==> src/rtl/mult_lut_arbiter_if.sv <==
// Purpose: requester-side bundle for the shared signed multiplier (requests, operands, grant, result).
// Latency: none, wires only.
// Backpressure: a requester holds REQ and operands until it sees its GNT bit.
interface mult_lut_arbiter_if #(
    parameter int MUT_WIDTH = 6,
    parameter int NUM_REQ   = 4
);
    localparam int ID_W = $clog2(NUM_REQ);

    logic [NUM_REQ-1:0]           REQ;
    logic [NUM_REQ*MUT_WIDTH-1:0] DATA_A;
    logic [NUM_REQ*MUT_WIDTH-1:0] DATA_B;
    logic [NUM_REQ-1:0]           GNT;
    logic                         BUSY;
    logic [2*MUT_WIDTH-1:0]       DATA_Q;
    logic [ID_W-1:0]              Q_ID;
    logic                         DONE;

    // Requesters drive requests/operands and observe grant/result.
    modport master (
        output REQ, DATA_A, DATA_B,
        input  GNT, BUSY, DATA_Q, Q_ID, DONE
    );

    // The arbiter consumes requests/operands and drives grant/result.
    modport slave (
        input  REQ, DATA_A, DATA_B,
        output GNT, BUSY, DATA_Q, Q_ID, DONE
    );
endinterface

==> src/rtl/mult_lut_arbiter.sv <==
// Purpose: round-robin share of one combinational signed multiplier LUT among NUM_REQ requesters.
// Latency: grant on the sampling edge, DONE/DATA_Q CALC_CYCLES edges later; one result per 1+CALC_CYCLES cycles.
// Backpressure: none queued; a request is just a held REQ level, ignored while BUSY.

// Combinational signed A*B, full 2W-bit product.
module mult_lut_signed #(
    parameter int W = 6
) (
    input  logic signed [W-1:0]   a_i,
    input  logic signed [W-1:0]   b_i,
    output logic signed [2*W-1:0] p_o
);
    // Sign-extend both operands to product width so nothing is truncated.
    assign p_o = (2*W)'(a_i) * (2*W)'(b_i);
endmodule

module mult_lut_arbiter #(
    parameter int MUT_WIDTH   = 6,
    parameter int NUM_REQ     = 4,
    parameter int CALC_CYCLES = 1
) (
    input  logic              CLK,
    input  logic              RST,
    mult_lut_arbiter_if.slave bus
);
    localparam int ID_W  = $clog2(NUM_REQ);
    localparam int CNT_W = (CALC_CYCLES > 1) ? $clog2(CALC_CYCLES) : 1;
    localparam int P_W   = 2 * MUT_WIDTH;

    typedef enum logic [0:0] {
        IDLE = 1'b0,
        CALC = 1'b1
    } state_t;

    state_t                        state_q, state_d;
    logic        [ID_W-1:0]        ptr_q, ptr_d;
    logic signed [MUT_WIDTH-1:0]   op_a_q, op_a_d;
    logic signed [MUT_WIDTH-1:0]   op_b_q, op_b_d;
    logic        [CNT_W-1:0]       cnt_q, cnt_d;
    logic        [NUM_REQ-1:0]     gnt_q, gnt_d;
    logic                          busy_q, busy_d;
    logic                          done_q, done_d;
    logic        [P_W-1:0]         res_q, res_d;
    logic        [ID_W-1:0]        res_id_q, res_id_d;

    logic                          win_vld;
    logic        [ID_W-1:0]        win_idx;
    logic signed [MUT_WIDTH-1:0]   win_a;
    logic signed [MUT_WIDTH-1:0]   win_b;
    logic signed [P_W-1:0]         prod;

    // The single shared LUT always sees the registered operands.
    mult_lut_signed #(.W(MUT_WIDTH)) u_lut (
        .a_i (op_a_q),
        .b_i (op_b_q),
        .p_o (prod)
    );

    // Round-robin pick: first set REQ bit after the last winner, wrapping around.
    always_comb begin
        win_vld = 1'b0;
        win_idx = ptr_q;
        for (int off = 1; off <= NUM_REQ; off++) begin
            if (!win_vld && bus.REQ[(int'(ptr_q) + off) % NUM_REQ]) begin
                win_vld = 1'b1;
                win_idx = ID_W'((int'(ptr_q) + off) % NUM_REQ);
            end
        end
    end

    // Operand mux for the winning requester.
    always_comb begin
        win_a = bus.DATA_A[int'(win_idx)*MUT_WIDTH +: MUT_WIDTH];
        win_b = bus.DATA_B[int'(win_idx)*MUT_WIDTH +: MUT_WIDTH];
    end

    // Next-state and output decode; GNT and DONE are single-cycle pulses by default.
    always_comb begin
        state_d  = state_q;
        ptr_d    = ptr_q;
        op_a_d   = op_a_q;
        op_b_d   = op_b_q;
        cnt_d    = cnt_q;
        gnt_d    = '0;
        busy_d   = busy_q;
        done_d   = 1'b0;
        res_d    = res_q;
        res_id_d = res_id_q;
        case (state_q)
            IDLE: begin
                if (win_vld) begin
                    op_a_d  = win_a;
                    op_b_d  = win_b;
                    ptr_d   = win_idx;
                    gnt_d   = NUM_REQ'(1) << win_idx;
                    busy_d  = 1'b1;
                    cnt_d   = '0;
                    state_d = CALC;
                end
            end
            CALC: begin
                if (cnt_q == CNT_W'(CALC_CYCLES - 1)) begin
                    res_d    = prod;
                    res_id_d = ptr_q;
                    done_d   = 1'b1;
                    busy_d   = 1'b0;
                    state_d  = IDLE;
                end else begin
                    cnt_d = CNT_W'(cnt_q + 1'b1);
                end
            end
            default: begin
                state_d = IDLE;
                busy_d  = 1'b0;
            end
        endcase
    end

    // State register; reset aborts any operation and re-arms requester 0 as first winner.
    always_ff @(posedge CLK or posedge RST) begin
        if (RST) begin
            state_q  <= IDLE;
            ptr_q    <= ID_W'(NUM_REQ - 1);
            op_a_q   <= '0;
            op_b_q   <= '0;
            cnt_q    <= '0;
            gnt_q    <= '0;
            busy_q   <= 1'b0;
            done_q   <= 1'b0;
            res_q    <= '0;
            res_id_q <= '0;
        end else begin
            state_q  <= state_d;
            ptr_q    <= ptr_d;
            op_a_q   <= op_a_d;
            op_b_q   <= op_b_d;
            cnt_q    <= cnt_d;
            gnt_q    <= gnt_d;
            busy_q   <= busy_d;
            done_q   <= done_d;
            res_q    <= res_d;
            res_id_q <= res_id_d;
        end
    end

    assign bus.GNT    = gnt_q;
    assign bus.BUSY   = busy_q;
    assign bus.DATA_Q = res_q;
    assign bus.Q_ID   = res_id_q;
    assign bus.DONE   = done_q;
endmodule

==> src/flat_wrapper.sv <==
// flat-port wrapper written by rule: the top's interface ports become plain ports
module mult_lut_arbiter_flat 
#(
    parameter int MUT_WIDTH   = 6,
    parameter int NUM_REQ     = 4,
    parameter int CALC_CYCLES = 1
)
  (CLK, RST, bus_REQ, bus_DATA_A, bus_DATA_B, bus_GNT, bus_BUSY, bus_DATA_Q, bus_Q_ID, bus_DONE);
  mult_lut_arbiter_if #(.MUT_WIDTH(MUT_WIDTH), .NUM_REQ(NUM_REQ)) bus_i ();
  input  logic CLK;
  input  logic RST;
  input wire logic [$bits(bus_i.REQ)-1:0] bus_REQ;
  input wire logic [$bits(bus_i.DATA_A)-1:0] bus_DATA_A;
  input wire logic [$bits(bus_i.DATA_B)-1:0] bus_DATA_B;
  output wire logic [$bits(bus_i.GNT)-1:0] bus_GNT;
  output wire logic [$bits(bus_i.BUSY)-1:0] bus_BUSY;
  output wire logic [$bits(bus_i.DATA_Q)-1:0] bus_DATA_Q;
  output wire logic [$bits(bus_i.Q_ID)-1:0] bus_Q_ID;
  output wire logic [$bits(bus_i.DONE)-1:0] bus_DONE;
  assign bus_i.REQ = bus_REQ;
  assign bus_i.DATA_A = bus_DATA_A;
  assign bus_i.DATA_B = bus_DATA_B;
  assign bus_GNT = bus_i.GNT;
  assign bus_BUSY = bus_i.BUSY;
  assign bus_DATA_Q = bus_i.DATA_Q;
  assign bus_Q_ID = bus_i.Q_ID;
  assign bus_DONE = bus_i.DONE;
  mult_lut_arbiter #(.MUT_WIDTH(MUT_WIDTH), .NUM_REQ(NUM_REQ), .CALC_CYCLES(CALC_CYCLES)) u_core (.CLK(CLK), .RST(RST), .bus(bus_i));
endmodule
==> config.mk <==
export PLATFORM = sky130hd
export DESIGN_NAME = mult_lut_arbiter_flat
export DESIGN_NICKNAME = d
export VERILOG_FILES = /design/src/rtl/mult_lut_arbiter_if.sv /design/src/rtl/mult_lut_arbiter.sv /design/src/flat_wrapper.sv
export SDC_FILE = /design/constraint.sdc
export NUM_CORES = 1
export LEC_CHECK = 0
export BUFFER_PORTS_ARGS = -buffer_cell sky130_fd_sc_hd__buf_4
export CAP_MARGIN = 20
export CORE_ASPECT_RATIO = 1.25
export CORE_UTILIZATION = 42
export DETAILED_ROUTE_END_ITERATION = 7
export PLACE_DENSITY = 0.64
export SYNTH_ARGS = -nofsm -noshare
export SYNTH_HDL_FRONTEND = slang
export SYNTH_SLANG_ARGS = --single-unit
==> constraint.sdc <==
create_clock -name CLK -period 11.38 [get_ports CLK]
set_input_delay 1.138 -clock CLK [delete_from_list [all_inputs] [get_ports CLK]]
set_output_delay 1.138 -clock CLK [all_outputs]
set_load 0.02 [all_outputs]
==> run metrics, run 1 <==
Die X 79.9 µm; residual DRC count 0; clock insertion delay at the later pin of the skew report 300 ps; commonest non-fill, non-tap cells in the layout buf_4 (74), inv_1 (35), dfrtp_1 (33); die area 7950 µm²; critical path's most frequent cell fa_1; Mapped Area roughly 3200 µm²; Core Area 7360 µm²; H-Tree Depth 2; CP max-delay cell fa_1; Post-synth ARST share 100%; Cells after DPL 462; clk slew on worst S/H paths 80 ps; GR peak layer met2; postcts setup bufs 0; Post-CTS Resized 0; DR iter-0 viols 24; RSZ-0062 raised after global routing false; DR WL/cell 13.0 µm; Seq/Total Area, Yosys between 20% and 30%; CP Max Fanout 7; post-synthesis cell type count 40; Cell Rows 35; Slew headroom 32.3%; nets@finish around 480; hold path start u_core.bus.DATA_Q[4]$_DFFE_PP0P_; class of the worst hold path flop to flop; worst path bufs/invs 3; largest net degree at the start of global routing 36; synthesized net count 411; GR Util All Layers 16.8%; Tmin final 4240 ps; n_diodes 0; Seq cells post-synth 35; ranking of synthesized cells by area dfrtp_1 (26%), fa_1 (16%), ha_1 (8.2%), mux2_2 (7.8%), o211ai_2 (4.7%); CTS tree built; Overflow after GRT 0; vias in the first global route 2,381; register area 878 µm²; post-synth top area share roughly a quarter; EDFF count, synth 0; final setup fails 0; hold slack 512 ps; Port-buffer cells 73; Num CTS Buffers 5; Critical Path Start u_core.op_b_q[0]$_DFFE_PP0P_; Final period util 37.3%; Fin Setup TNS 0 ps; cells after synthesis 310; Pins Over Slew Limit 0; critical path's top delay family adder cells; crit-path cells nand2_1 -> inv_1 -> fa_1 -> inv_1 -> fa_1 -> inv_1 -> fa_1 -> fa_1 -> ha_1 -> a211oi_1 -> o21bai_1 -> a21oi_1 -> xnor2_1 -> mux2_2; Synth Flop Type dfrtp_1; DP HPWL 5030 µm; GP Congestion roughly 0.77; clk root buf clkbuf_8; layout cells sized above 1 32.3%; wirelength, routed ~6100 µm; Tightest Pin Transition 1010 ps; total number of yosys warnings 0; Avg Inst Size Synth 10.3 µm²; first-pass GRT wire length 10,400 µm; Critical Path AT 4420 ps; Setup Skew around 8.2 ps; Required @ worst endpoint 11,560 ps; max_cap viols 0; sinks on the clock net 35; starting density of the core 43.4%; P&R area growth vs syn 21.7%; Vias about 2,300; remaining antenna violation count 0; Final Non-Filler Cells 470; GR Util met2 roughly 30%; Highest Clock Rate around 240 MHz; critical register-to-register path startpoint u_core.op_b_q[0]$_DFFE_PP0P_; leading cell type in the layout, fill and taps excluded buf_4; worst setup path class flop to flop; status finished clean; DRT Pass-1 Iters 4; area of the multi-input gates about 2100 µm²; fillers 690; Critical Path Start Type flop; Setup crit end kind flop; Via density 4.93; CP max stage delay 550 ps; num ports 74; Final Hold Vio Count 0; dominant cell type by area after synthesis dfrtp_1; GRT met1 Usage 19.7%; met3 Use GR just over 4%; Clock Path Buffers 2; initial antenna violation count 0; hold_buf cts 0; Die Height 99.4 µm
[cell usage after synthesis, types with 4 or more instances]
cell       n
o21ai_0    5
inv_1     35
nand3_1   27
xnor2_1    8
nor2_1     5
buf_2      4
a21o_1     4
a21oi_1    5
buf_6      4
nand2_1   28
and2_1    19
fa_1      26
mux2_2    22
ha_1      21
mux2i_1   13
dfrtp_1   33
nand2b_1   5
nor2b_1    6
o211ai_2  12
[worst reg2reg max path: stages (launching register included)]
cell and delay (ps):
dfrtp_1 450, nand2_1 130, inv_1 90, fa_1 530, inv_1 50, fa_1 470, inv_1 50, fa_1 550
fa_1 470, ha_1 340, a211oi_1 340, o21bai_1 120, a21oi_1 180, xnor2_1 90, mux2_2 260
[area by class of cell]
class                      instances  area share (%)
timing repair buffer              74            14.3
clock buffer                       5            1.77
clock inverter                     3            1.19
multi-input combinational        225            53.6
inverter                          36            3.55
tap                               92            2.97
sequential                        35            22.6
[per-stage QoR]
stage	util [%]	instance area [µm²]	setup WS [ps]
4_1_cts	52.7	3880	7120
2_1_floorplan	-	3190	7360
3_3_place_gp	51.2	3760	7190
5_1_grt	52.7	3880	6890
3_5_place_dp	51.2	3760	7130
6_report	52.7	3880	7140
[path summary, 6_finish.rpt]
kind	slack [ps]	cells past startpoint	endpoint
max	7140	14	u_core.bus.DATA_Q[9]$_DFFE_PP0P_
max reg2reg	7140	14	u_core.bus.DATA_Q[9]$_DFFE_PP0P_
min	510	1	u_core.bus.DATA_Q[4]$_DFFE_PP0P_
max in group asynchronous	10120	3	u_core.ptr_q[0]$_DFFE_PP1P_
min in group asynchronous	930	3	u_core.bus.DATA_Q[0]$_DFFE_PP0P_
min reg2reg	510	1	u_core.bus.DATA_Q[4]$_DFFE_PP0P_
[cells by family (layout without fill, tap and decap cells)]
group / count (synthesis) / in the layout / synth area share [%]
simple gates: 96 / 96 / 15.3
buf+inv: 50 / 118 / 7.65
fa+ha+maj: 47 / 47 / 24.6
compound gates: 37 / 37 / 10.4
mux: 35 / 35 / 11.8
flops: 35 / 35 / 27.5
xor+xnor: 10 / 10 / 2.75
[layer usage]
| layer | vias up | wire length, µm |
|---|---|---|
| met3 | 10 | 297 |
| met2 | 63 | 3130 |
| met5 | - | 0 |
| met4 | 0 | 98 |
| met1 | 1078 | 2600 |
| li1 | 1166 | - |
[state kept, by name, summed over array words and instances, names as in the netlist]
register and cells:
u_core.bus.BUSY 1, u_core.bus.DATA_Q 12, u_core.bus.DONE 1, u_core.bus.GNT 4
u_core.bus.Q_ID 2, u_core.op_a_q 6, u_core.op_b_q 6, u_core.ptr_q 2
u_core.state_q 1
Power of run 1 is left out: the tool's default activity adds up to more than one toggle a clock period on the data nets, which glitch-free logic cannot reach.
==> inputs of run 2 (changes only) <==
- ABC_AREA: not set -> 1
- PLACE_DENSITY: 0.64 -> 0.66
- clock period: 11.38 -> 3.6 ns (I/O delays scaled with it)
==> run metrics, run 2 <==
P&R area growth vs syn 34.5% (was 21.7%); RSZ-0062 raised after global routing true (was false); initial antenna violation count 0 (unchanged); EDFF count, synth 0 (unchanged); reg2reg path depth 16 (was 14); commonest cells in the netlist nand2_1 (217), inv_1 (59), dfrtp_1 (33) (was inv_1 (35), dfrtp_1 (33), nand2_1 (28)); clock insertion delay at the later pin of the skew report 290 ps (was 300 ps); cells after synthesis 471 (was 310); Final Non-Filler Cells 680 (was 470); Port-buffer cells 73 (unchanged); Tmin final 3920 ps (was 4240 ps); r2r endpoint u_core.bus.DATA_Q[10]$_DFFE_PP0P_ (was u_core.bus.DATA_Q[9]$_DFFE_PP0P_); Num CTS Buffers 5 (unchanged); CTS tree built (unchanged); most frequent cell after synthesis nand2_1 (was inv_1); clk root buf clkbuf_8 (unchanged); CP Max Fanout 2 (was 7); Vias 3,189 (was 2,317); clk slew on worst S/H paths 80 ps (about the same); Critical Path AT 4110 ps (was 4420 ps); Tightest Pin Transition 466 ps (was 1010 ps); Avg Inst Size Synth 7.19 µm² (was 10.3 µm²); Final Hold Vio Count 0 (unchanged); final setup fails 5 (was 0); hold_buf cts 0 (unchanged); Slew headroom 68.9% (was 32.3%); wirelength, routed 7660 µm (was 6130 µm); residual DRC count 0 (unchanged); die area 8430 µm² (was 7950 µm²); first-pass GRT wire length 13,400 µm (was 10,400 µm); Final period util 109% (was 37.3%); Pins Over Slew Limit 0 (unchanged); Required @ worst endpoint 3790 ps (was 11,560 ps); class of the worst hold path input port to async pin (was flop to flop); largest net degree at the start of global routing 36 (unchanged); vias in the first global route 3,128 (was 2,381); status complete, but fails checks (was finished clean); H-Tree Depth 2 (unchanged); Critical Path Start Type flop (unchanged); post-synthesis cell type count 30 (was 40); Worst setup endpoint u_core.bus.DATA_Q[10]$_DFFE_PP0P_ (was u_core.bus.DATA_Q[9]$_DFFE_PP0P_); Die X 82.3 µm (was 79.9 µm); fin worst setup slack -319 ps (was 7140 ps); worst setup path class flop to flop (unchanged); num ports 74 (unchanged); Cells after DPL 663 (was 462); DR WL/cell 11.3 µm (was 13.0 µm); Highest Clock Rate 255 MHz (was 236 MHz); DP HPWL 6090 µm (was 5030 µm); sinks on the clock net 35 (unchanged); fillers 737 (was 690); starting density of the core 43.5% (was 43.4%); DR iter-0 viols 84 (was 24); nets@finish 685 (was 478); failing checks negative setup slack; Overflow after GRT 0 (unchanged); Setup WS pre-CTS -388 ps (was 7130 ps); Seq/Total Area, Yosys 25.9% (was 27.5%); leading cell type in the layout, fill and taps excluded nand2_1 (was buf_4); total number of yosys warnings 0 (unchanged); max_cap viols 0 (unchanged); Die Height 102 µm (was 99.4 µm); GP Congestion 0.869 (was 0.768); remaining antenna violation count 0 (unchanged); Seq cells post-synth 35 (unchanged); Cell Rows 36 (was 35); Setup crit end kind flop (unchanged); Core Area 7790 µm² (was 7360 µm²); Mapped Area 3390 µm² (was 3190 µm²); Setup Skew 6.44 ps (was 8.24 ps); ranking of synthesized cells by area dfrtp_1 (24%), nand2_1 (24%), fa_1 (15%), ha_1 (7.8%), inv_1 (6.5%) (was dfrtp_1 (26%), fa_1 (16%), ha_1 (8.2%), mux2_2 (7.8%), o211ai_2 (4.7%)); n_diodes 0 (unchanged); commonest non-fill, non-tap cells in the layout nand2_1 (213), buf_4 (118), inv_1 (52) (was buf_4 (74), inv_1 (35), dfrtp_1 (33)); reg2reg setup slack -320 ps (was 7140 ps); Via density 4.69 (was 4.93); layout cells sized above 1 31.1% (was 32.3%); synthesized net count 572 (was 411); DRT Pass-1 Iters 4 (unchanged); GR Util All Layers 20.5% (was 16.8%); Fin Setup TNS -1360 ps (was 0 ps); Synth Flop Type dfrtp_1 (unchanged); Clock Path Buffers 2 (unchanged); dominant cell type by area after synthesis dfrtp_1 (unchanged); Post-synth ARST share 100% (unchanged); post-synth top area share 24.4% (was 25.9%); Final Util 58.5% (was 52.7%); max reg flops 12 (unchanged); Critical Path Start u_core.op_a_q[3]$_DFFE_PP0P_ (was u_core.op_b_q[0]$_DFFE_PP0P_); critical register-to-register path startpoint u_core.op_a_q[3]$_DFFE_PP0P_ (was u_core.op_b_q[0]$_DFFE_PP0P_)
[run 2: cell types whose count changed in the layout (fill, tap and decap cells not counted), sizes merged, moves of 7 or more]
| cell | change |
|---|---|
| mux2 | -22 |
| inv | +27 |
| nand2 | +200 |
| and2 | -19 |
| nor2 | +9 |
| o211ai | -13 |
| mux2i | -13 |
| nand3 | +7 |
| buf | +45 |
[run 2: kinds of logic (layout without fill, tap and decap cells)]
group	after synthesis	in the layout	synth area share, %
AOI/OAI and AO/OA	21	21	3.58
DFF	35	35	25.9
and+or+nand+nor	284	284	35.7
adders and majority gates	47	47	23.1
buffers and inverters	78	192	10.1
xor gates and xnor gates	6	6	1.55
[run 2: cell type report]
class                   count  area, µm²  share of cell area, %
flip-flops and latches     35        878                   19.3
well taps                  95        119                   2.61
multi-input cells         358       2300                   50.5
clock buffers               5       68.8                   1.51
repair buffers            119        897                   19.7
clock inverters             3       43.8                  0.961
inverters                  65        246                   5.41
[run 2: how the worst min path moves through the flow]
stage / start / end / cells past startpoint
4_1_cts: RST / u_core.bus.DONE$_DFF_PP0_ / 3
5_1_grt: RST / u_core.bus.Q_ID[1]$_DFFE_PP0P_ / 3
3_3_place_gp: u_core.bus.DATA_Q[5]$_DFFE_PP0P_ / u_core.bus.DATA_Q[5]$_DFFE_PP0P_ / 2
3_5_place_dp: u_core.bus.DATA_Q[5]$_DFFE_PP0P_ / u_core.bus.DATA_Q[5]$_DFFE_PP0P_ / 2
6_report: RST / u_core.bus.DONE$_DFF_PP0_ / 3
2_1_floorplan: u_core.state_q$_DFF_PP0_ / u_core.bus.DONE$_DFF_PP0_ / 0
[run 2: timing repair]
action / 4_1_cts / 5_1_grt
pin swaps: 18 / 7
cloned: 0 / 0
gates resized for setup: 10 / 14
buffers inserted: 7 / 3
endpoints found under the setup margin: 4 / 6
[run 2: layer usage]
layer	wire [µm]	vias up	share of wire [%]	GRT usage [%]
li1	-	1656	-	-
met1	3230	1435	42	23.3
met2	3940	79	51	37.8
met3	253	19	3.3	2.68
met4	238	0	3.1	8.10
met5	0	-	0	0
[run 2: worst max-delay path, cell delays in order (launching register included)]
cell	delay, ps
dfrtp_1	390
nand2_1	90
inv_2	40
fa_1	540
inv_2	40
fa_1	510
inv_2	40
fa_1	520
fa_2	470
fa_2	400
a31oi_4	160
nor2_2	60
o21ai_1	130
nand2_1	90
or2_4	230
nand3_2	50
nand2_1	50
[run 2: per-stage QoR]
| stage | instance area [µm²] | hold slack (ps) |
|---|---|---|
| 2_1_floorplan | 3430 | 399 |
| 3_3_place_gp | 4280 | 459 |
| 3_5_place_dp | 4280 | 460 |
| 4_1_cts | 4490 | 169 |
| 5_1_grt | 4560 | 223 |
| 6_report | 4560 | 165 |
Power of run 2 is left out for the same reason.
